$ cat config.mk
export PLATFORM = sky130hd
export DESIGN_NAME = sub_32bits_seq
export DESIGN_NICKNAME = d
export VERILOG_FILES = /design/src/rtl/sub_32bits_seq.sv
export SDC_FILE = /design/constraint.sdc
export NUM_CORES = 1
export LEC_CHECK = 0
export ABC_AREA = 1
export BUFFER_PORTS_ARGS = -buffer_cell sky130_fd_sc_hd__buf_2
export CAP_MARGIN = 25
export CORE_ASPECT_RATIO = 1.5
export CORE_MARGIN = 2
export CORE_UTILIZATION = 47
export CTS_CLUSTER_DIAMETER = 50
export DETAILED_ROUTE_END_ITERATION = 8
export GPL_ROUTABILITY_DRIVEN = 0
export PLACE_DENSITY_LB_ADDON = 0.08
export SKIP_LAST_GASP = 1
export SLEW_MARGIN = 5
export SYNTH_ARGS = -nofsm -noshare
export SYNTH_HDL_FRONTEND = slang
export SYNTH_SLANG_ARGS = --single-unit
$ cat constraint.sdc
create_clock -name clk -period 2.11 [get_ports clk]
set_input_delay 0.3165 -clock clk [delete_from_list [all_inputs] [get_ports clk]]
set_output_delay 0.3165 -clock clk [all_outputs]
set_load 0.02 [all_outputs]
$ cat src/rtl/sub_32bits_seq.sv
// Multi-cycle subtractor with borrow: d = a - b - bi, one STEP-bit slice per clock,
// LSB slice first, with a start/done handshake and result flags held until the next result.
module sub_32bits_seq #(
    parameter int WIDTH = 32,
    parameter int STEP  = 4
) (
    input  logic             clk,
    input  logic             rst,
    input  logic             start,
    input  logic [WIDTH-1:0] a,
    input  logic [WIDTH-1:0] b,
    input  logic             bi,
    output logic             busy,
    output logic             done,
    output logic [WIDTH-1:0] d,
    output logic             bo,
    output logic             ovf,
    output logic             zero
);

    localparam int NSTEP = WIDTH / STEP;
    localparam int CNT_W = (NSTEP > 1) ? $clog2(NSTEP) : 1;
    localparam logic [CNT_W-1:0] LAST = CNT_W'(NSTEP - 1);

    typedef enum logic [1:0] {
        IDLE = 2'd0,
        RUN  = 2'd1,
        DONE = 2'd2
    } state_t;

    state_t           state;
    logic [WIDTH-1:0] a_r;
    logic [WIDTH-1:0] b_r;
    // Only the low NSTEP-1 slices are stored; the last slice joins them on the final edge.
    logic [WIDTH-STEP-1:0] acc_r;
    logic             borrow_r;
    logic             a_sign;
    logic             b_sign;
    logic [CNT_W-1:0] cnt;

    logic [STEP:0]    slice;
    logic [STEP-1:0]  nib;
    logic             br;
    logic [WIDTH-1:0] acc_final;

    // One slice of the borrow chain: (STEP+1)-bit difference, MSB is the borrow out.
    function automatic logic [STEP:0] slice_sub(input logic [STEP-1:0] x,
                                                input logic [STEP-1:0] y,
                                                input logic            bin);
        slice_sub = {1'b0, x} - {1'b0, y} - {{STEP{1'b0}}, bin};
    endfunction

    always_comb begin
        slice     = slice_sub(a_r[STEP-1:0], b_r[STEP-1:0], borrow_r);
        nib       = slice[STEP-1:0];
        br        = slice[STEP];
        acc_final = {nib, acc_r};
    end

    always_ff @(posedge clk) begin
        if (rst) begin
            state    <= IDLE;
            busy     <= 1'b0;
            done     <= 1'b0;
            d        <= '0;
            bo       <= 1'b0;
            ovf      <= 1'b0;
            zero     <= 1'b0;
            a_r      <= '0;
            b_r      <= '0;
            acc_r    <= '0;
            borrow_r <= 1'b0;
            a_sign   <= 1'b0;
            b_sign   <= 1'b0;
            cnt      <= '0;
        end else begin
            case (state)
                IDLE, DONE: begin
                    done <= 1'b0;
                    if (start) begin
                        a_r      <= a;
                        b_r      <= b;
                        borrow_r <= bi;
                        a_sign   <= a[WIDTH-1];
                        b_sign   <= b[WIDTH-1];
                        acc_r    <= '0;
                        cnt      <= '0;
                        busy     <= 1'b1;
                        state    <= RUN;
                    end else begin
                        busy  <= 1'b0;
                        state <= IDLE;
                    end
                end
                RUN: begin
                    a_r      <= {{STEP{1'b0}}, a_r[WIDTH-1:STEP]};
                    b_r      <= {{STEP{1'b0}}, b_r[WIDTH-1:STEP]};
                    acc_r    <= acc_final[WIDTH-1:STEP];
                    borrow_r <= br;
                    cnt      <= cnt + 1'b1;
                    if (cnt == LAST) begin
                        // Result and flags change only here, on the edge that raises done.
                        state <= DONE;
                        busy  <= 1'b0;
                        done  <= 1'b1;
                        d     <= acc_final;
                        bo    <= br;
                        zero  <= (acc_final == '0);
                        ovf   <= (a_sign != b_sign) && (acc_final[WIDTH-1] != a_sign);
                    end
                end
                default: begin
                    busy  <= 1'b0;
                    done  <= 1'b0;
                    state <= IDLE;
                end
            endcase
        end
    end

endmodule

==> results.toml, run 1 <==
[timing]
clock_skew_ns = 0.0108
worst_slack_ns = 0.158
maxSlewViolCount = 0
slew_headroom_pct = 40.5
worstMarginPinSlew_ns = 0.891
final_hold_viol_count = 0
whs_ns = 0.168
setup_tns_ns = 0
timing.fmax_mhz = 512
finalCritPeriodShare_pct = 92.5
fin_crit_ns = 1.95
setup_viol = 0

[synthesis]
ys_ff_latch = 136
ys_seq_area_share_pct = 48.4
synth_compound_area_share_pct = 25.1
synth_top_family_by_area = "compound AO/OA/AOI/OAI gates"
synth_simple_gate_area_share_pct = 16.7
synthMuxAreaShare_pct = 0
synth_xor_area_share_pct = 0.312
syn_avg_cell_area_um2 = 7.99
synth_nets = 781
synth_fa_ha_area_share_pct = 2.49
synth.distinct_cells = 35
syn-instance-count = 703
synth_warnings = 0
netlist_area_um2 = 5620

[power]
power.leakage_nw = 2.76
p_total_mw = 7.12
p_per_area_nw_per_um2 = 1030
vdd_drop_max_mv = 0.590

[global_route]
grt_pass1_wl_mm = 21.8
grt_max_degree = 70
grt_pass1_vias = 4554
grt_usage_pct = 21.3
grt_overflow = 0
antenna_found_initial = 0

[drt]
vias = 4899
drt.antenna.violating_nets = 0
wl_per_cell_um = 14.2
wl_mm = 13.5
drc = 0
dr.pass1.iters = 5
drtIter0Drc = 209
vias_per_cell = 5.17

[clock_tree]
clock_path_buffers = 2
cts_tree = "built"
htreeDepth = 4
clkLatencyLatePin_ns = 0.41
cts.clk_slew.worst_paths_ns = 0.06
clock_sinks = 136
holdBufCountCts = 0
root_buffer = "clkbuf_16"
cts_made_buffers = 17

[setup_path]
path_class = "reg -> reg"
crit_path_max_fanout = 4
worstPathCellList = "inv_1, fa_2, inv_1, ha_1, o21ai_0, nand2_1, nand2_1, nand2_1, nand2_1, nand2_1, a21oi_1"
crit_family = "adder cells"
start_kind = "flip-flop"
cpMaxStageDelayCell = "fa_2"
cp_data_arrival_time_ns = 2.29
max_stage_delay_ns = 0.53
crit_buf_inv = 2
crit_required_ns = 2.45
cp-end-kind = "flip-flop"
cp_common_cell = "nand2_1"

[floorplanning]
core_um2 = 11600
die_h_um = 138
die_x_um = 93.3
io_pins = 105
num_rows = 48
die-area_um2 = 12900
initial_core_util_pct = 48.5

[finish]
nNetsFinal = 862
final_util_pct = 59.5
regArea_um2 = 2720
final_area_um2 = 6890
antenna-diode-count = 0
multi_input_area_um2 = 2510
instances_no_fill = 947
areaGrowthSynthToFinish_pct = 22.6
drive_gt1_share_pct = 25.1
fill_cells = 1085

[placement]
io_buffers = 104
post-place-ws_ns = 0.121
dp.cells = 915
dp_hpwl_mm = 8.55
placed_area_um2 = 6150

[worst_hold_path]
hold_path.class = "in -> reg"

[status]
outcome = "finished clean"

[flow_run]
maxCapViolations = 0
-- registers in the layout, indices dropped and copies added, names as in the netlist, 3 cells and up --
signal / flops
b_r: 32
acc_r: 28
cnt: 3
a_r: 32
d: 32
-- layout make-up --
| class | instances | share of cell area [%] |
|---|---|---|
| Inverter | 26 | 1.42 |
| Multi-Input combinational cell | 489 | 36.5 |
| Clock buffer | 21 | 6.83 |
| Sequential cell | 136 | 39.5 |
| Timing Repair Buffer | 114 | 9.19 |
| Clock inverter | 11 | 3.85 |
| Tap cell | 150 | 2.72 |
-- placed cells by master (no fill, tap or decap), types with 5 or more instances in the layout --
cell / n
nand2_1: 167
dfxtp_1: 136
o21ai_0: 106
buf_2: 104
a21oi_1: 96
nor2_1: 24
inv_1: 23
a21oi_2: 21
nand2_2: 20
clkbuf_16: 17
o21ai_1: 15
ha_1: 8
bufinv_16: 8
buf_4: 7
o32ai_1: 5
-- synthesized netlist by cell type, drive strengths merged --
library cell	count	area [um^2]
nand3b	1	7.51
dfxtp	136	2720
buf	29	208
nand3	5	30.0
clkbuf	23	86.3
nor3	1	5.00
nand2	190	786
o32ai	5	43.8
o21bai	1	7.51
o211ai	1	7.51
a211oi	1	7.51
a221oi	4	53.8
nor2	25	101
xor2	2	17.5
a31oi	2	12.5
o22ai	1	6.26
a21oi	117	661
inv	26	97.6
or2	1	6.26
ha	8	100
o21ai	121	606
fa	2	40.0
o21a	1	7.51
-- cells by family (layout without fill, tap and decap cells) --
kind of cell | after synthesis | in the layout
AO/OA/AOI/OAI | 254 | 254
XOR/XNOR | 2 | 2
adder cells (fa/ha/maj) | 10 | 10
buffers and inverters | 78 | 172
flip-flops | 136 | 136
AND/OR/NAND/NOR | 223 | 223
-- final timing paths --
path / start / endpoint / slack (ns) / cells past startpoint
worst min-delay path: a[26] / a_r[26]$_SDFFE_PP0P_ / 0.17 / 3
worst min register to register: b_r[17]$_SDFFE_PP0P_ / b_r[13]$_SDFFE_PP0P_ / 0.46 / 2
worst max register to register: borrow_r$_SDFFE_PP0P_ / ovf$_SDFFE_PP0P_ / 0.16 / 11
worst max-delay path: borrow_r$_SDFFE_PP0P_ / ovf$_SDFFE_PP0P_ / 0.16 / 11
-- worst register-to-register path, stage by stage (launching register included) --
cell and delay, ns:
dfxtp_1 0.34, inv_1 0.06, fa_2 0.53, inv_1 0.04, ha_1 0.16, o21ai_0 0.22, nand2_1 0.07, nand2_1 0.06
nand2_1 0.11, nand2_1 0.10, nand2_1 0.05, a21oi_1 0.13
-- routing by layer --
metal | part of all wire, % | vias up | global-route usage (%)
met5 | 0 | - | 0
met4 | 1.8 | 0 | 7.92
met2 | 51 | 122 | 35.9
met1 | 42 | 2249 | 26.4
met3 | 4.8 | 16 | 5.05
li1 | - | 2512 | -
-- where the power goes --
| part | switching (mW) | leakage (nW) | total, mW | internal, mW |
|---|---|---|---|---|
| combinational | 0.451 | 1.29 | 0.700 | 0.249 |
| sequential | 0.0752 | 1.11 | 2.78 | 2.71 |
| clock | 1.08 | 0.354 | 3.64 | 2.55 |
| total | 1.61 | 2.76 | 7.12 | 5.51 |
-- repair_timing --
action,in CTS,in global routing
resized for setup,0,3
setup endpoints to repair,0,3
buffers inserted,0,0
No activity file was read; power rests on OpenSTA's default activity.
==> run 2, diff against run 1 <==
- ABC_AREA: 1 -> default
- GPL_ROUTABILITY_DRIVEN: 0 -> default
==> run 2 against run 1 <==
Effect of this change: global-route usage up 0.25 points; critical path type unchanged; total power down 8.8%; setup slack worse by 0.21 ns; the flow now finishes with violations (negative setup slack); critical path depth down 3; largest cell class unchanged; critical endpoint unchanged; largest power group unchanged; via count down 4.7%.
==> results.toml, run 2 <==
[drt]
dr.pass1.iters = 4
vias_per_cell = 5.32
drtIter0Drc = 189
wl_mm = 12.9
vias = 4671
wl_per_cell_um = 14.7
drc = 0
drt.antenna.violating_nets = 0

[placement]
gp_congestion = 0.760
io_buffers = 104
placed_area_um2 = 6000
dp.cells = 843
dp_hpwl_mm = 8.46

[global_route]
grt_max_degree = 115
antenna_found_initial = 0
grt_overflow = 0
grt_usage_pct = 21.5
grt_pass1_wl_mm = 21.6
grt_pass1_vias = 4522

[power]
p_sw_mw = 1.57
seq_power_share_pct = 43.0
swShare_pct = 24.2
p_int_mw = 4.92
p_total_mw = 6.50
p_per_area_nw_per_um2 = 975
power.leakage_nw = 2.75
pwr-share-comb_pct = 10.9
pwr-share-clk_pct = 46.2
vdd_drop_max_mv = 0.633

[worst_hold_path]
min_to = "a_r[30]$_SDFFE_PP0P_"
min_from = "a[30]"
min_delay_path_depth = 3
hold_path.class = "in -> reg"

[synthesis]
synth_warnings = 0
yosysTopAreaCell = "dfxtp_1"
ys.flop_type = "dfxtp_1"
yosysTopAreaCellShare_pct = 50.4
syn-instance-count = 632
yosys-top-cells-area = "dfxtp_1 50%, nand2_1 12%, a311oi_1 9.1%, nor2_1 5.4%, a22o_1 4.4%"
synthTopCellsByCount = "178 x nand2_1, 136 x dfxtp_1, 77 x nor2_1"
netlist_area_um2 = 5400
synth_most_common_cell = "nand2_1"
synth_nets = 710
syn_avg_cell_area_um2 = 8.54
ys_ff_latch = 136
ys_seq_area_share_pct = 50.4
synth_async_sr_flop_share_pct = 0
synth_enable_flop_cells = 0
synth.distinct_cells = 41

[clock_tree]
cts_tree = "built"
cts.clk_slew.worst_paths_ns = 0.06
clkLatencyLatePin_ns = 0.41
clock_path_buffers = 2
htreeDepth = 4
holdBufCountCts = 0
root_buffer = "clkbuf_16"
clock_sinks = 136
cts_made_buffers = 17

[timing]
timing.fmax_mhz = 462
whs_ns = 0.161
fin_crit_ns = 2.16
slew_headroom_pct = 50.5
final_hold_viol_count = 0
maxSlewViolCount = 0
worstMarginPinSlew_ns = 0.739
setup_viol = 2
finalCritPeriodShare_pct = 103
worst_slack_ns = -0.0538
clock_skew_ns = 0.00770
rsz0062_at_grt = "true"

[status]
outcome = "finished, violations left"
violations = "negative setup slack"

[flow_run]
maxCapViolations = 0

[finish]
final_util_pct = 60.0
areaGrowthSynthToFinish_pct = 23.5
drive_gt1_share_pct = 23.7
final_area_um2 = 6670
final_common_cell = "nand2_1"
biggestRegsByFlops = "a_r (32), b_r (32), d (32)"
layout_common_cells = "178 x nand2_1, 134 x dfxtp_1, 103 x buf_2"
instances_no_fill = 878
antenna-diode-count = 0
nNetsFinal = 796

[floorplanning]
die_h_um = 135
io_pins = 105
num_rows = 47
core_um2 = 11100
die-area_um2 = 12400
die_x_um = 91.5
initial_core_util_pct = 48.6

[setup_path]
crit_required_ns = 2.41
rrSetupSlack_ns = -0.05
path_class = "reg -> reg"
cp-end-kind = "flip-flop"
cp_data_arrival_time_ns = 2.46
r2r-start = "b_r[0]$_SDFFE_PP0P_"
crit_path_max_fanout = 3
r2r_cells = 8
start_kind = "flip-flop"
r2r-end = "ovf$_SDFFE_PP0P_"
## run 2: cell types whose count changed after synthesis, sizes merged, moves of 3 or more
cell,change
a21oi,-79
a221oi,-4
a22o,+29
a22oi,+7
a311oi,+56
inv,-18
nand2,-11
nand2b,+5
nand3,-4
nor2,+54
nor3,+3
nor4,+5
o21ai,-120
o32ai,-5
## run 2: how the worst max path moves through the flow
| stage | startpoint | endpoint | cells after the start |
|---|---|---|---|
| after floorplan | a_r[0]$_SDFFE_PP0P_ | ovf$_SDFFE_PP0P_ | 7 |
| after global placement | borrow_r$_SDFFE_PP0P_ | ovf$_SDFFE_PP0P_ | 8 |
| after detailed placement | borrow_r$_SDFFE_PP0P_ | ovf$_SDFFE_PP0P_ | 8 |
| after CTS | b_r[0]$_SDFFE_PP0P_ | ovf$_SDFFE_PP0P_ | 8 |
| after global routing | b_r[0]$_SDFFE_PP0P_ | ovf$_SDFFE_PP0P_ | 8 |
| final | b_r[0]$_SDFFE_PP0P_ | ovf$_SDFFE_PP0P_ | 8 |
## run 2: power groups by stage
stage                     Combinational, mW  Sequential [mW]  Clock [mW]
final                                 0.706             2.79        3.00
after global routing                  0.800             2.81        3.16
after CTS                             0.696             2.79        3.05
after detailed placement              0.671             2.84           0
after global placement                0.652             2.84           0
after floorplan                       0.482             2.82           0
## run 2: critical path, cell delays in order (launching register included)
cell and delay [ns]:
dfxtp_2 0.33, inv_2 0.04, fa_2 0.56, inv_2 0.05
ha_4 0.14, o21a_1 0.17, or3_4 0.34, and4b_1 0.20
o31a_1 0.23
## run 2: stage by stage
stage                     TNS (ns)  worst slack, ns
final                      -0.0611          -0.0538
after global routing        -0.237           -0.118
after CTS                  -0.0546          -0.0546
after detailed placement    -0.207           -0.111
after global placement     -0.0454          -0.0454
after floorplan           -0.00265         -0.00265
## run 2: repair_timing
item                                    CTS  global route
pin swaps                                 5             2
buffers inserted                          1             2
endpoints found under the setup margin    3             5
resized for setup                         5             5
## run 2: cells by family (layout without fill, tap and decap cells)
logic type	Yosys count	count (layout)	synth area share, %
simple gates	284	284	21.5
buf+inv	61	160	5.45
fa+ha+maj	10	10	2.60
xor+xnor	3	3	0.487
flops	136	136	50.4
compound gates	138	138	19.5
## run 2: cell type report
class / count / area [um^2]
sequential: 136 / 2730
clock inverter: 11 / 148
multi-input combinational: 435 / 2440
inverter: 8 / 30.0
fill: 1017 / 4450
tap: 147 / 184
clock buffer: 21 / 460
timing repair buffer: 120 / 681
## run 2: metal layers
layer	vias up	share of wire, %	GRT usage [%]	wire length [um]
met4	0	1.3	6.48	166
met3	14	4.1	5.51	531
met5	-	0	0	0
li1	2354	-	-	-
met1	2206	43	25.7	5490
met2	97	52	37.9	6700
==> run 3, diff against run 2 <==
- PLACE_DENSITY: default -> 0.7
- PLACE_DENSITY_LB_ADDON: 0.08 -> default
==> run 3 against run 2 <==
Effect of this change: first-iteration DRC count shrank 5.8%; hold slack worse by 0.0029 ns; global-route usage fell by 0.74 points; non-clock buffer count shrank 3; maximum frequency up 0.23%; setup slack improved by 0.0051 ns; sequential share of layout area is 0.32 points higher; cell count shrank 0.34%; the flow still finishes with violations (negative setup slack); register-to-register slack about the same; cell area decreased by 0.79%; core utilization down 0.47 points; critical endpoint unchanged; total power decreased by 3.4%.
==> results.toml, run 3 (synthesized netlist as in run 2, its figures left out) <==
[setup_path]
cp_data_arrival_time_ns = 2.45
cp_common_cell = "inv_1"
crit_path_max_fanout = 3
worstPathCellList = "inv_1, fa_1, inv_1, ha_2, o21a_1, or3_4, and4b_1, o31a_1"
start_kind = "flip-flop"
cp-end-kind = "flip-flop"
crit_required_ns = 2.40
path_class = "reg -> reg"
max_stage_delay_ns = 0.53
r2r_cells = 8
cpMaxStageDelayCell = "fa_1"

[flow_run]
maxCapViolations = 0

[placement]
post-place-ws_ns = -0.0761
io_buffers = 104
dp_hpwl_mm = 8.35
dp.cells = 843
gp_congestion = 0.833

[drt]
wl_per_cell_um = 14.2
wl_mm = 12.5
vias = 4665
drc = 0
drt.antenna.violating_nets = 0
dr.pass1.iters = 5
vias_per_cell = 5.33
drtIter0Drc = 178

[global_route]
grt_max_degree = 115
grt_overflow = 0
antenna_found_initial = 0
grt_pass1_vias = 4532
grt_usage_pct = 20.8
grt_pass1_wl_mm = 20.8

[floorplanning]
io_pins = 105
die_h_um = 135
num_rows = 47
die_x_um = 91.5
initial_core_util_pct = 48.6
die-area_um2 = 12400
core_um2 = 11100

[power]
power.leakage_nw = 2.73
swShare_pct = 24.8
pwr-share-clk_pct = 44.7
p_total_mw = 6.27
vdd_drop_max_mv = 0.580
p_per_area_nw_per_um2 = 948
pwr-share-comb_pct = 10.8
p_int_mw = 4.72
p_sw_mw = 1.56
seq_power_share_pct = 44.5

[timing]
finalCritPeriodShare_pct = 102
worst_slack_ns = -0.0487
slew_headroom_pct = 62.8
fin_crit_ns = 2.16
timing.fmax_mhz = 463
worstMarginPinSlew_ns = 0.557
clock_skew_ns = 0.00737
final_hold_viol_count = 0
rsz0062_at_grt = "true"
setup_viol = 1
maxSlewViolCount = 0
setup_tns_ns = -0.0487

[clock_tree]
holdBufCountCts = 0
cts_tree = "built"
clock_sinks = 136
clkLatencyLatePin_ns = 0.41
htreeDepth = 4
postCtsSetupBuffers = 0
cts_made_buffers = 17
root_buffer = "clkbuf_16"
clock_path_buffers = 2
cts.clk_slew.worst_paths_ns = 0.05

[finish]
biggestRegsByFlops = "a_r (32), b_r (32), d (32)"
areaGrowthSynthToFinish_pct = 22.5
antenna-diode-count = 0
fill_cells = 992
drive_gt1_share_pct = 22.5
final_util_pct = 59.5
layout_common_cells = "178 x nand2_1, 134 x dfxtp_1, 103 x buf_2"
nNetsFinal = 793
final_common_cell = "nand2_1"
instances_no_fill = 875

[status]
outcome = "finished, violations left"
violations = "negative setup slack"

[worst_hold_path]
min_delay_path_depth = 3
hold_path.class = "in -> reg"
==> run 3: changes by cell type in the layout (fill, tap and decap cells not counted), sizes merged <==
cell / change
buf: -3
clkbuf: -2
clkinv: +2
bufinv: -1
clkinvlp: +1
==> run 3: worst paths after layout <==
check / startpoint / end / slack [ns]
worst min-delay path: b[29] / b_r[29]$_SDFFE_PP0P_ / 0.16
worst max-delay path: b_r[0]$_SDFFE_PP0P_ / ovf$_SDFFE_PP0P_ / -0.05
worst min register to register: d[16]$_SDFFE_PP0P_ / d[16]$_SDFFE_PP0P_ / 0.45
worst max register to register: b_r[0]$_SDFFE_PP0P_ / ovf$_SDFFE_PP0P_ / -0.05
==> run 3: through the flow <==
stage,hold slack (ns),cell area [um^2]
6_report,0.158,6610
5_1_grt,0.149,6610
4_1_cts,0.147,6610
3_5_place_dp,0.444,6040
3_3_place_gp,0.440,6040
2_1_floorplan,0.437,5410
==> run 3: critical path: cells and delay by family, from the launching register on <==
family,cells,cell delay [ns]
flops,1,0.32
fa+ha+maj,2,0.69
simple gates,2,0.54
compound gates,2,0.40
buf+inv,2,0.10
==> run 3: routing by layer <==
metal | global-route usage (%) | up-vias | wire length [um]
li1 | - | 2356 | -
met1 | 23.8 | 2170 | 5220
met2 | 36.0 | 119 | 6330
met3 | 5.90 | 20 | 642
met4 | 9.01 | 0 | 270
met5 | 0 | - | 0
==> run 3: what timing repair did <==
item                                    CTS  global route
pin swaps                                 3             0
endpoints found under the setup margin    2             5
resized for setup                         2             1
==> run 3: final cells by class <==
class	instances	area [um^2]	area share, %
flip-flops and latches	136	2730	41.2
multi-input cells	435	2410	36.5
repair buffers	117	696	10.5
clock buffers	19	433	6.55
well taps	147	184	2.78
clock inverters	13	131	1.99
inverters	8	30.0	0.454
==> run 3: power groups by stage <==
stage,registers [mW],logic [mW],clock network [mW]
3_3_place_gp,2.84,0.655,0
3_5_place_dp,2.84,0.674,0
2_1_floorplan,2.82,0.482,0
5_1_grt,2.81,0.767,2.96
4_1_cts,2.79,0.686,2.84
6_report,2.79,0.680,2.80
